### src/rtl/shift_req_queue.sv
// Request FIFO in front of an external combinational left barrel shifter,
// with a registered, back-pressurable result stage behind it.
module shift_req_queue #(
  parameter int unsigned DEPTH  = 4,
  parameter int unsigned DATA_W = 16,
  parameter int unsigned AMT_W  = 4
) (
  input  logic                     clk,
  input  logic                     rst_n,
  input  logic                     in_valid,
  output logic                     in_ready,
  input  logic [DATA_W-1:0]        in_data,
  input  logic [AMT_W-1:0]         in_amount,
  output logic [DATA_W-1:0]        sh_data,
  output logic [AMT_W-1:0]         sh_control,
  input  logic [DATA_W-1:0]        sh_result,
  output logic                     out_valid,
  input  logic                     out_ready,
  output logic [DATA_W-1:0]        out_data,
  output logic [AMT_W-1:0]         out_amount,
  output logic [$clog2(DEPTH):0]   level
);

  localparam int unsigned PTR_W = $clog2(DEPTH);
  localparam int unsigned LVL_W = PTR_W + 1;

  logic [DATA_W-1:0] mem_data [DEPTH];
  logic [AMT_W-1:0]  mem_amt  [DEPTH];

  logic [PTR_W-1:0]  wr_ptr_q, wr_ptr_d;
  logic [PTR_W-1:0]  rd_ptr_q, rd_ptr_d;
  logic [LVL_W-1:0]  level_q, level_d;
  logic              out_valid_q, out_valid_d;
  logic [DATA_W-1:0] out_data_q, out_data_d;
  logic [AMT_W-1:0]  out_amount_q, out_amount_d;

  logic push, pop, empty, out_free;

  // Handshake decode and next-state for pointers, occupancy and result stage
  always_comb begin
    empty        = (level_q == LVL_W'(0));
    in_ready     = (level_q != LVL_W'(DEPTH));
    out_free     = !out_valid_q || out_ready;
    push         = in_valid && in_ready;
    pop          = !empty && out_free;

    wr_ptr_d     = wr_ptr_q;
    rd_ptr_d     = rd_ptr_q;
    level_d      = level_q;
    out_valid_d  = out_valid_q;
    out_data_d   = out_data_q;
    out_amount_d = out_amount_q;

    if (push) wr_ptr_d = wr_ptr_q + PTR_W'(1);
    if (pop)  rd_ptr_d = rd_ptr_q + PTR_W'(1);

    case ({push, pop})
      2'b10:   level_d = level_q + LVL_W'(1);
      2'b01:   level_d = level_q - LVL_W'(1);
      default: level_d = level_q;
    endcase

    // An empty FIFO with a free output stage drains out_valid
    if (out_free) out_valid_d = pop;
    if (pop) begin
      out_data_d   = sh_result;
      out_amount_d = mem_amt[rd_ptr_q];
    end
  end

  // Shifter inputs are zeroed when there is no head entry
  always_comb begin
    sh_data    = DATA_W'(0);
    sh_control = AMT_W'(0);
    if (!empty) begin
      sh_data    = mem_data[rd_ptr_q];
      sh_control = mem_amt[rd_ptr_q];
    end
  end

  always_ff @(posedge clk or negedge rst_n) begin
    if (!rst_n) begin
      wr_ptr_q     <= '0;
      rd_ptr_q     <= '0;
      level_q      <= '0;
      out_valid_q  <= 1'b0;
      out_data_q   <= '0;
      out_amount_q <= '0;
    end else begin
      wr_ptr_q     <= wr_ptr_d;
      rd_ptr_q     <= rd_ptr_d;
      level_q      <= level_d;
      out_valid_q  <= out_valid_d;
      out_data_q   <= out_data_d;
      out_amount_q <= out_amount_d;
    end
  end

  // Storage carries no reset; occupancy alone says what is live
  always_ff @(posedge clk) begin
    if (push) begin
      mem_data[wr_ptr_q] <= in_data;
      mem_amt[wr_ptr_q]  <= in_amount;
    end
  end

  assign out_valid  = out_valid_q;
  assign out_data   = out_data_q;
  assign out_amount = out_amount_q;
  assign level      = level_q;

endmodule

### config.mk
export PLATFORM = sky130hd
export DESIGN_NAME = shift_req_queue
export DESIGN_NICKNAME = d
export VERILOG_FILES = /design/src/rtl/shift_req_queue.sv
export SDC_FILE = /design/constraint.sdc
export NUM_CORES = 1
export LEC_CHECK = 0
export CAP_MARGIN = 25
export CORE_MARGIN = 3
export CORE_UTILIZATION = 55
export CTS_CLUSTER_SIZE = 24
export DETAILED_ROUTE_END_ITERATION = 6
export GPL_ROUTABILITY_DRIVEN = 0
export PLACE_DENSITY = 0.91
export SLEW_MARGIN = 15
export SYNTH_ARGS = -nofsm -noshare
export SYNTH_HDL_FRONTEND = slang
export SYNTH_SLANG_ARGS = --single-unit
### constraint.sdc
create_clock -name clk -period 3 [get_ports clk]
set_input_delay 0.6 -clock clk [delete_from_list [all_inputs] [get_ports clk]]
set_output_delay 0.6 -clock clk [all_outputs]
set_load 0.01 [all_outputs]
; ---- After elaboration in Yosys (flattened, before gate mapping)
; Memory sizes are Yosys's and may differ from the RTL's.
; Cells that the tools add are included.
[totals]
out_inout_bits = 45
n_memories = 2
regBits = 28
word_cells = 27
mem_bits_rw = 80
[memory_table]
columns = name, words, word_bits, rd, rd_clocked_by_memory_dff, wr, line
row1 = mem_data, 4, 16, 1, 0, 1, 27  ; logic [DATA_W-1:0] mem_data [DEPTH];
row2 = mem_amt, 4, 4, 1, 0, 1, 28  ; logic [AMT_W-1:0] mem_amt [DEPTH];
[classes]
reduce_logical = 7
n_mux = 5
add_sub_neg = 4
n_eq_ne = 3
[ops]
columns = op, count
row1 = $mux W16, 1
row2 = $pmux W3 S2, 1
row3 = $add A2 B1 Y2 const B, 2
row4 = $mux W4, 1
row5 = $add A3 B1 Y3 const B, 1
row6 = $logic_not A3 Y1, 1
row7 = $ne A3 B3 Y1 const B, 1
row8 = $sub A3 B1 Y3 const B, 1
row9 = $eq A2 B1 Y1 const B, 1
row10 = $eq A2 B2 Y1 const B, 1
row11 = $logic_and A1 B1 Y1, 2
row12 = $logic_not A1 Y1, 2
row13 = $mux W1, 2
row14 = $reduce_bool A2 Y1, 1
row15 = $logic_or A1 B1 Y1, 1

; ---- Logic depth before layout (Yosys ltp)
; Gate-level depths: netlist (run 1).
[depth]
ltp_word = 5
ltp_mapped = 9
depth_no_buf = 9

; ---- Worst setup path after synthesis (run 1)
; OpenSTA, ideal clock, no wires.
[synth_path]
kind = register -> register
from = reg level_q[0], in the netlist level[0]
to = reg level_q[2], in the netlist level[2]
synth_period_minus_slack_ps = 2162
slack_ps = 838
arrival_time_ps = 2083
path_stages_with_launch = 10
path_cell_list = dfrtp_1 > or3b_4 > and2_4 > inv_1 > ha_1 > inv_1 > fa_1 > xor2_1 > nor2_1 > xor2_1
[synth_between]
word_cells_on_any_way = 11
classes_between = add/sub (2) / eq/ne (3) / mux (1) / reduce/logical (5)
[synth_lines]
columns = item, line
row1 = from (decl), 32  ; logic [LVL_W-1:0] level_q, level_d;
row2 = from (signal assigned), 92  ; level_q <= level_d;
row3 = $ne A3 B3 Y1 (*), 42  ; in_ready = (level_q != LVL_W'(DEPTH));
row4 = via in_ready, 11  ; output logic in_ready,
row5 = $logic_and A1 B1 Y1 (*), 44  ; push = in_valid && in_ready;
row6 = $eq A2 B1 Y1 / $eq A2 B2 Y1 (equally long branches), 57  ; case ({push, pop})
row7 = $pmux W3 S2 / $reduce_bool A2 Y1 (equally long branches), n/a
; The timed path passes the listed nets; every way through them passes the cells marked *.
; A chain may end at the register's enable or synchronous reset.

; ---- Worst setup path after layout (run 1)
[layout_path]
from = reg rd_ptr_q[0]
to = out sh_control[3]
[layout_between]
elab_chain_len = 2
[layout_lines]
columns = item, line
row1 = from (decl), 31  ; logic [PTR_W-1:0] rd_ptr_q, rd_ptr_d;
row2 = from (signal assigned), 91  ; rd_ptr_q <= rd_ptr_d;
row3 = $mem_v2 Z4 W4, n/a
row4 = $mux W4, 75  ; if (!empty) begin
row5 = to (decl), 15  ; output logic [AMT_W-1:0] sh_control,
; Every way passes these cells.

==> impl_metrics.env, run 1 <==
export IMPL_clk_latency_ns=0.36
export IMPL_fin_skew_ns=0.00928
export IMPL_die_width_um=94.1
export IMPL_dp_hpwl_um=5150
export IMPL_io_buffers=84
export IMPL_ys_types=26
export IMPL_path_max_fanout=14
export IMPL_core_mm2=0.00737
export IMPL_post_route_util_pct=74.0
export IMPL_dieArea_mm2=0.00885
export IMPL_grt_antenna_before_repair=0
export IMPL_drtIter0Drc=112
export IMPL_synth_common_cells="80 x edfxtp_1, 28 x dfrtp_1, 20 x nor2b_1"
export IMPL_fin_crit_ns=2.81
export IMPL_critPathArrivalTime_ns=2.21
export IMPL_yosysMostFrequentCell="edfxtp_1"
export IMPL_crit_type="register to output port"
export IMPL_synth_cells=208
export IMPL_combPwrFrac_pct=43.1
export IMPL_power_total_uw=5240
export IMPL_p_int_uw=3640
export IMPL_row_count=31
export IMPL_numCtsBuffers=9
export IMPL_grt_overflow=0
export IMPL_end_kind="output port"
export IMPL_wirelength_um=7430
export IMPL_critPathSlowestCell="mux4_1"
export IMPL_ir_drop_mv=0.374
export IMPL_cts_root_buffer="clkbuf_8"
export IMPL_cp_required_ns=2.40
export IMPL_fill_cells=444
export IMPL_startpoint_type="register"
export IMPL_hold_viol=0
export IMPL_nets=352
export IMPL_drc=0
export IMPL_vias=2154
export IMPL_drive_gt1_share_pct=20.6
export IMPL_setup_violations=0
export IMPL_yosysSeqAreaShare_pct=72.8
export IMPL_period_share_pct=93.8
export IMPL_clkPwrFrac_pct=15.4
export IMPL_slew_violations=0
export IMPL_cts_tree="done"
export IMPL_synth_avg_cell_area_um2=20.5
export IMPL_antennaDiodeCount=0
export IMPL_critical_path_cell_chain="buf_4, mux4_1, nor2b_1, clkdlybuf4s50_1"
export IMPL_drtAntennaViolNets=0
export IMPL_die_y_um=94.1
export IMPL_synth_edf_count=80
export IMPL_ys_flop_type="edfxtp_1"
export IMPL_ys_ff_latch=108
export IMPL_grtUsageTotal_pct=18.4
export IMPL_io_pins=85
export IMPL_area_growth_pct=27.9
export IMPL_pwr_density_cell_mw_per_mm2=961
export IMPL_yosysTopAreaCellShare_pct=56.3
export IMPL_multi_input_area_mm2=0.00109
export IMPL_grt_max_degree=29
export IMPL_synth_area_leader_cell="edfxtp_1"
export IMPL_cts_hold_buf=0
export IMPL_postSynth_asyncResetShare_pct=25.9
export IMPL_grt_pass1_vias=2290
export IMPL_path_clk_slew_ns=0.10
export IMPL_grt_pass1_wl_um=11900
export IMPL_cts_buffer_depth=2
export IMPL_start_util_pct=57.9
export IMPL_htreeDepth=3
export IMPL_seqPwrFrac_pct=41.5
export IMPL_dr_pass1_iters=4
export IMPL_wire_per_inst_um=18.1
export IMPL_worstMarginPinSlew_ns=0.449
export IMPL_hp_class="register to register"
export IMPL_rsz0062_at_grt="false"
export IMPL_cts_setup_buffers=0
export IMPL_mappedNetlistNets=254
export IMPL_maxCapViolCount=0
export IMPL_cts_sinks=108
export IMPL_ctsResizeCount=0
export IMPL_fmax_mhz=355
export IMPL_yosys_warnings=0
export IMPL_status="finished clean"
export IMPL_leakagePower_uw=0.00199
export IMPL_regArea_mm2=0.00310
export IMPL_max_slew_margin_rel_pct=70.1
export IMPL_place_inst=394
export IMPL_max_stage_delay_ns=0.60
export IMPL_power_switching_uw=1600
export IMPL_worst_path_buf_inv=2
export IMPL_cpLargestDelayFamily="buffers and inverters"
export IMPL_vias_per_cell=5.25
export IMPL_ys_top_cells_by_area="edfxtp_1 56%, dfrtp_1 16%, mux4_2 6.3%"
export IMPL_setup_tns_ns=0
export IMPL_p_sw_share_pct=30.6
export IMPL_whs_ns=0.514
export IMPL_layoutNonFillerInstCount=410
export IMPL_synth_area_mm2=0.00426
[area by class of cell]
cell class / count / area share [%]
Tap cell: 99 / 2.27
Timing Repair Buffer: 95 / 17.2
Multi-Input combinational cell: 86 / 19.9
Inverter: 6 / 0.413
Clock buffer: 9 / 2.27
Sequential cell: 108 / 56.9
Clock inverter: 7 / 1.06
[registers in the layout (all words and copies together), names as in the netlist]
signal,flops
out_amount,4
mem_data,64
out_valid,1
level,3
wr_ptr_q,2
out_data,16
rd_ptr_q,2
mem_amt,16
[power by group through the flow]
stage / Combinational, uW / Sequential, uW / Clock (uW)
after floorplan: 1160 / 2250 / 0
after global placement: 2250 / 2180 / 0
after detailed placement: 2290 / 2210 / 0
after CTS: 2300 / 2180 / 830
after global routing: 2440 / 2220 / 898
final: 2260 / 2180 / 807
[metrics by stage]
step / setup slack, ns / cell area (um2)
after global placement: 0.563 / 5270
after CTS: 0.141 / 5450
after detailed placement: 0.548 / 5270
final: 0.187 / 5450
after global routing: 0.0379 / 5450
after floorplan: 0.838 / 4260
[logic make-up after synthesis]
logic type	share of synthesized area, %
xor gates and xnor gates	1.23
adders and majority gates	1.94
buffers and inverters	1.88
and+or+nand+nor	4.96
muxes	17.2
DFF	72.8
[final timing paths]
path,start,to,slack [ns],cells past startpoint
max,rd_ptr_q[0]$_DFFE_PN0P_,sh_control[3],0.19,4
min,out_data[13]$_DFFE_PN0P_,out_data[13]$_DFFE_PN0P_,0.51,1
max reg2reg,level[0]$_DFFE_PN0P_,level[2]$_DFFE_PN0P_,0.72,9
min reg2reg,out_data[13]$_DFFE_PN0P_,out_data[13]$_DFFE_PN0P_,0.51,1
max in group asynchronous,rst_n,level[0]$_DFFE_PN0P_,2.15,2
min in group asynchronous,rst_n,out_data[14]$_DFFE_PN0P_,0.60,2
[metal layers]
layer	share of wire, %	wire [um]	global-route usage, %
met5	0	0	0
met4	1.5	113	7.58
met3	6.2	459	4.65
met2	49	3660	29.9
met1	43	3200	24.0
[cells in the final DEF (no fill, tap or decap), drive strengths merged]
| master | synthesis | final |
|---|---|---|
| clkdlybuf4s50 | 0 | 84 |
| edfxtp | 80 | 80 |
| dfrtp | 28 | 28 |
| nor2b | 21 | 21 |
| mux2 | 21 | 21 |
| mux4 | 20 | 20 |
| buf | 5 | 11 |
| clkbuf | 3 | 9 |
| inv | 6 | 9 |
| ha | 5 | 5 |
| and3 | 4 | 4 |
| xor2 | 4 | 4 |
| xnor2 | 2 | 2 |
| clkinvlp | 0 | 2 |
| clkinv | 0 | 2 |
| nor3 | 1 | 1 |
| nand2b | 1 | 1 |
| or3b | 1 | 1 |
| and2 | 1 | 1 |
| mux2i | 1 | 1 |
| and3b | 1 | 1 |
| nor2 | 1 | 1 |
| nand2 | 1 | 1 |
| fa | 1 | 1 |
No activity file was read; power rests on OpenSTA's default activity.
==> inputs of run 2 (changes only) <==
--- a/config.mk
+++ b/config.mk
@@ -7,12 +7,11 @@
 export LEC_CHECK = 0
 export CAP_MARGIN = 25
 export CORE_MARGIN = 3
-export CORE_UTILIZATION = 55
+export CORE_UTILIZATION = 40
 export CTS_CLUSTER_SIZE = 24
 export DETAILED_ROUTE_END_ITERATION = 6
 export GPL_ROUTABILITY_DRIVEN = 0
-export PLACE_DENSITY = 0.91
-export SLEW_MARGIN = 15
+export PLACE_DENSITY = 0.72
 export SYNTH_ARGS = -nofsm -noshare
 export SYNTH_HDL_FRONTEND = slang
 export SYNTH_SLANG_ARGS = --single-unit
==> run 2 against run 1 <==
  * Non-clock buffer count fell by 2
  * Clock power is 7.6% higher
  * Die area rose by 35%
  * Register-to-register slack hardly changed
  * Utilization decreased by 21 points
  * Critical path depth is the same
  * Cell count rose by 8.5%
  * Worst hold slack worse by 0.0013 ns
  * Sequential power hardly changed
  * Critical path type unchanged
  * Routed wire length grew 4.6%
  * Via count grew 1.0%
  * Clock-buffer cell count stayed put
==> impl_metrics.env, run 2 (synthesis results as in run 1) <==
export IMPL_status="finished clean"
export IMPL_grt_max_degree=29
export IMPL_grt_pass1_vias=2279
export IMPL_max_stage_delay_ns=0.57
export IMPL_dr_pass1_iters=4
export IMPL_cts_buffer_depth=2
export IMPL_dieArea_mm2=0.0119
export IMPL_path_clk_slew_ns=0.10
export IMPL_drtIter0Drc=83
export IMPL_largest_reg_flops=64
export IMPL_maxCapViolCount=0
export IMPL_rsz0062_at_grt="false"
export IMPL_cts_sinks=108
export IMPL_drive_gt1_share_pct=20.1
export IMPL_area_growth_pct=29.0
export IMPL_final_common_cell="clkdlybuf4s50_1"
export IMPL_regMostFlops="mem_data"
export IMPL_numCtsBuffers=9
export IMPL_cp_required_ns=2.40
export IMPL_die_width_um=109
export IMPL_startpoint_type="register"
export IMPL_critical_path_cell_chain="buf_12, mux4_1, nor2b_1, clkdlybuf4s50_1"
export IMPL_core_mm2=0.0103
export IMPL_pwr_density_cell_mw_per_mm2=965
export IMPL_path_max_fanout=21
export IMPL_wirelength_um=7770
export IMPL_crit_type="register to output port"
export IMPL_grt_pass1_wl_um=11800
export IMPL_io_buffers=84
export IMPL_start_util_pct=41.3
export IMPL_slew_violations=0
export IMPL_drc=0
export IMPL_wire_per_inst_um=17.5
export IMPL_cts_root_buffer="clkbuf_8"
export IMPL_max_slew_margin_rel_pct=76.7
export IMPL_hp_class="register to register"
export IMPL_fin_crit_ns=2.81
export IMPL_setup_violations=0
export IMPL_vias=2176
export IMPL_post_route_util_pct=53.3
export IMPL_htreeDepth=3
export IMPL_worstMarginPinSlew_ns=0.350
export IMPL_cts_hold_buf=0
export IMPL_vias_per_cell=4.89
export IMPL_grt_antenna_before_repair=0
export IMPL_layoutNonFillerInstCount=445
export IMPL_cts_tree="done"
export IMPL_critPathSlowestCell="mux4_1"
export IMPL_grtUsageTotal_pct=13.5
export IMPL_fin_skew_ns=0.00802
export IMPL_end_kind="output port"
export IMPL_hold_viol=0
export IMPL_clk_latency_ns=0.35
export IMPL_cts_setup_buffers=0
export IMPL_leakagePower_uw=0.00199
export IMPL_row_count=37
export IMPL_final_cell_mix="84 x clkdlybuf4s50_1, 80 x edfxtp_1, 28 x dfrtp_1"
export IMPL_antennaDiodeCount=0
export IMPL_ir_drop_mv=0.425
export IMPL_cpLargestDelayFamily="buffers and inverters"
export IMPL_nets=350
export IMPL_critPathArrivalTime_ns=2.21
export IMPL_drtAntennaViolNets=0
export IMPL_setup_tns_ns=0
export IMPL_ctsResizeCount=0
export IMPL_dp_hpwl_um=4920
export IMPL_worst_path_buf_inv=2
export IMPL_period_share_pct=93.8
export IMPL_die_y_um=109
export IMPL_place_inst=429
export IMPL_fmax_mhz=355
export IMPL_grt_overflow=0
export IMPL_io_pins=85
run 2: path summary, 6_finish.rpt:
path                                               from                      end  slack [ns]  cells past startpoint
worst min register to register  out_data[6]$_DFFE_PN0P_  out_data[6]$_DFFE_PN0P_        0.51                      1
worst max-delay path            rd_ptr_q[0]$_DFFE_PN0P_              sh_data[15]        0.19                      4
min in group asynchronous                         rst_n  out_data[8]$_DFFE_PN0P_        0.61                      2
worst min-delay path            out_data[6]$_DFFE_PN0P_  out_data[6]$_DFFE_PN0P_        0.51                      1
max in group asynchronous                         rst_n  out_data[2]$_DFFE_PN0P_        2.12                      2
worst max register to register     level[0]$_DFFE_PN0P_     level[2]$_DFFE_PN0P_        0.73                      9
run 2: final cells by class:
class                           count  area [um2]
Fill cell                         836        4820
Sequential cell                   108        3100
Multi-Input combinational cell     86        1090
Timing Repair Buffer               93         921
Tap cell                          136         170
Clock buffer                        9         124
Clock inverter                      7        75.1
Inverter                            6        22.5
run 2: report_power, final:
group	total (uW)	leakage, uW	internal [uW]	switching (uW)
Sequential	2170	0.00106	2020	148
Clock	868	0.0000997	390	479
Combinational	2280	0.000836	1300	971
Total	5310	0.00199	3710	1600
run 2: layer usage:
| metal | track usage (%) | vias up | wire, um |
|---|---|---|---|
| li1 | - | 997 | - |
| met1 | 16.9 | 1099 | 3330 |
| met2 | 22.6 | 74 | 3750 |
| met3 | 3.79 | 6 | 605 |
| met4 | 4.81 | 0 | 79 |
| met5 | 0 | - | 0 |
run 2: through the flow:
step                hold WS, ns  setup slack [ns]  instance area [um2]  total power, uW
finish                    0.513             0.186                 5500             5310
global route              0.525            0.0566                 5500             5650
CTS                       0.515             0.147                 5500             5400
detailed placement        0.494             0.539                 5300             4530
global placement          0.487             0.577                 5300             4470
floorplan                 0.304             0.838                 4260             3410
==> inputs of run 3 (changes only) <==
--- a/config.mk
+++ b/config.mk
@@ -15,3 +15,4 @@
 export SYNTH_ARGS = -nofsm -noshare
 export SYNTH_HDL_FRONTEND = slang
 export SYNTH_SLANG_ARGS = --single-unit
+export TNS_END_PERCENT = 10
==> results of run 3 <==
Same layout as run 2: the final DEF is identical, and so are final timing and power.
==> RTL edit, RTL diff (flow settings as in run 3) <==
Take the reset off `out_data_q` and load it in a clocked block of its own.
--- a/src/rtl/shift_req_queue.sv
+++ b/src/rtl/shift_req_queue.sv
@@ -84,16 +84,18 @@
       rd_ptr_q     <= '0;
       level_q      <= '0;
       out_valid_q  <= 1'b0;
-      out_data_q   <= '0;
       out_amount_q <= '0;
     end else begin
       wr_ptr_q     <= wr_ptr_d;
       rd_ptr_q     <= rd_ptr_d;
       level_q      <= level_d;
       out_valid_q  <= out_valid_d;
-      out_data_q   <= out_data_d;
       out_amount_q <= out_amount_d;
     end
+  end
+
+  always_ff @(posedge clk) begin
+    out_data_q <= out_data_d;
   end
 
   // Storage carries no reset; occupancy alone says what is live
Check against the original RTL: differs if rst_n is asserted again (counterexample within 4 cycles, from zero or initial values and one cycle with rst_n low); with rst_n held inactive, the same outputs for 10 cycles.
==> RTL edit against run 3 <==
  * Synthesized area fell by 2.7%
  * Sequential cell count is the same
  * First-iteration DRC count grew 13%
  * Power shrank 3.6%
  * Combinational power decreased by 12%
  * Wire length is 7.1% lower
  * Design area decreased by 1.5%
  * Setup slack lost 0.018 ns
  * Count of clock-buffer cells in the layout unchanged
==> RTL edit: results (changes against run 3) <==
status completed (unchanged); Biggest register mem_data (unchanged); Post-synth EDFFs 96 (was 80); share of the yosys chip area belonging to registers 76.7% (was 72.8%); Ys Warns 0 (unchanged); DRT Wirelength 7220 µm (was 7770 µm); end point of the critical path sh_data[5] (was sh_data[15]); largest cells by area after synthesis edfxtp_1 69%, dfrtp_1 7.2%, mux4_2 6.5% (was edfxtp_1 56%, dfrtp_1 16%, mux4_2 6.3%); post-synth net total 237 (was 254); largest net degree at the start of global routing 24 (was 29); clk_skew 0.00379 ns (was 0.00802 ns); Fill cells 773 (was 836); Final #Nets 334 (was 350); post-detail-place hpwl 4850 µm (was 4920 µm); layout cells sized above 1 15.7% (was 20.1%); number of library cell types mapped by synthesis 25 (was 26); crit path max fanout 14 (was 21); top cell type's share of synthesized area 69.5% (was 56.3%); first-pass iteration count of the detailed router 4 (unchanged); Vias/cell 4.82 (was 4.89); Post-synth top flop edfxtp_1 (unchanged); placed cells 410 (was 429); Leak 1.91 nW (was 1.99 nW); Switching Share 29.0% (was 30.1%); register-to-register setup slack 0.73 ns (about the same); vias in the first global route 2172 (was 2279); first-pass GRT wire length 11300 µm (was 11800 µm); Max H-tree Level 3 (unchanged); asr flop ratio synth 11.1% (was 25.9%); Avg Cell Area, Syn 21.7 µm² (was 20.5 µm²); Slew @ Worst Pin 0.563 ns (was 0.350 ns); max FFs per register 64 (unchanged); Port Buf Inserts 84 (unchanged); Post-DP Area 5190 µm² (was 5300 µm²); post-cts resize count 0 (unchanged); All-Layer GR Usage 13.0% (was 13.5%); Finished Layout Cells 426 (was 445); Root Driver clkbuf_8 (unchanged); Post CTS Setup Buffer Count 0 (unchanged); Worst Path Arrival 2.23 ns (was 2.21 ns); Initial DRC Count 94 (was 83); Post-synth top cells 96 x edfxtp_1, 21 x nor2b_1, 12 x dfrtp_1, 12 x mux4_2, 8 x mux4_1 (was 80 x edfxtp_1, 28 x dfrtp_1, 20 x nor2b_1); Largest stage delay, worst path 0.59 ns (was 0.57 ns); Max IR drop VDD 0.383 mV (was 0.425 mV); worst-case reg-to-reg path depth 9 (unchanged)
[RTL edit: cell count changes in the layout (fill, tap and decap cells not counted), sizes merged]
cell	run 3	this run
mux2	21	5
bufinv	1	2
clkinv	4	2
inv	7	9
edfxtp	80	96
dfrtp	28	12
clkinvlp	1	0
[RTL edit: cell type report]
class | instances | area, µm² | share of cell area (%)
clock buffer | 9 | 124 | 2.29
clock inverter | 7 | 106 | 1.96
inverter | 6 | 22.5 | 0.416
multi-input combinational | 70 | 907 | 16.7
sequential | 108 | 3180 | 58.8
tap | 133 | 166 | 3.07
timing repair buffer | 93 | 908 | 16.8
[RTL edit: critical path, delay by kind of cell, from the launching register on]
| family | cells | cell delay (ns) |
|---|---|---|
| buf+inv | 2 | 0.78 |
| flops | 1 | 0.36 |
| simple gates | 1 | 0.15 |
| mux | 1 | 0.59 |
[RTL edit: per-layer routing]
| metal | GRT usage, % | vias up | part of all wire, % |
|---|---|---|---|
| met5 | 0 | - | 0 |
| met4 | 3.25 | 0 | 0.50 |
| met3 | 4.86 | 2 | 8.4 |
| met2 | 21.7 | 86 | 50 |
| met1 | 16.2 | 1020 | 41 |
| li1 | - | 947 | - |
[RTL edit: power by group through the flow]
stage	combinational [mW]	sequential, mW	clock [mW]
final	2.00	2.15	0.969
after global routing	2.18	2.18	1.07
after CTS	2.05	2.15	0.998
after detailed placement	2.04	2.18	0
after global placement	2.04	2.17	0
after floorplan	1.05	2.20	0
[RTL edit: through the flow]
step / total power [mW] / setup WS, ns
global route: 5.42 / 0.0568
global placement: 4.20 / 0.536
CTS: 5.20 / 0.123
floorplan: 3.26 / 0.837
detailed placement: 4.23 / 0.523
finish: 5.12 / 0.169
[RTL edit: how the worst min path moves through the flow]
stage,start,slack [ns],depth (start not counted),endpoint
5_1_grt,out_amount[1],0.55,1,out_amount[1]
3_5_place_dp,out_amount[1],0.50,1,out_amount[1]
3_3_place_gp,out_amount[1],0.49,1,out_amount[1]
2_1_floorplan,rst_n,0.30,0,level[0]
4_1_cts,out_amount[1],0.53,1,out_amount[1]
6_report,out_amount[1],0.52,1,out_amount[1]
[RTL edit: cell families after synthesis]
logic type	Yosys count	synth area share [%]
buf+inv	13	1.66
simple gates	32	5.03
xor+xnor	6	1.27
fa+ha+maj	6	1.99
mux	26	13.4
flops	108	76.7
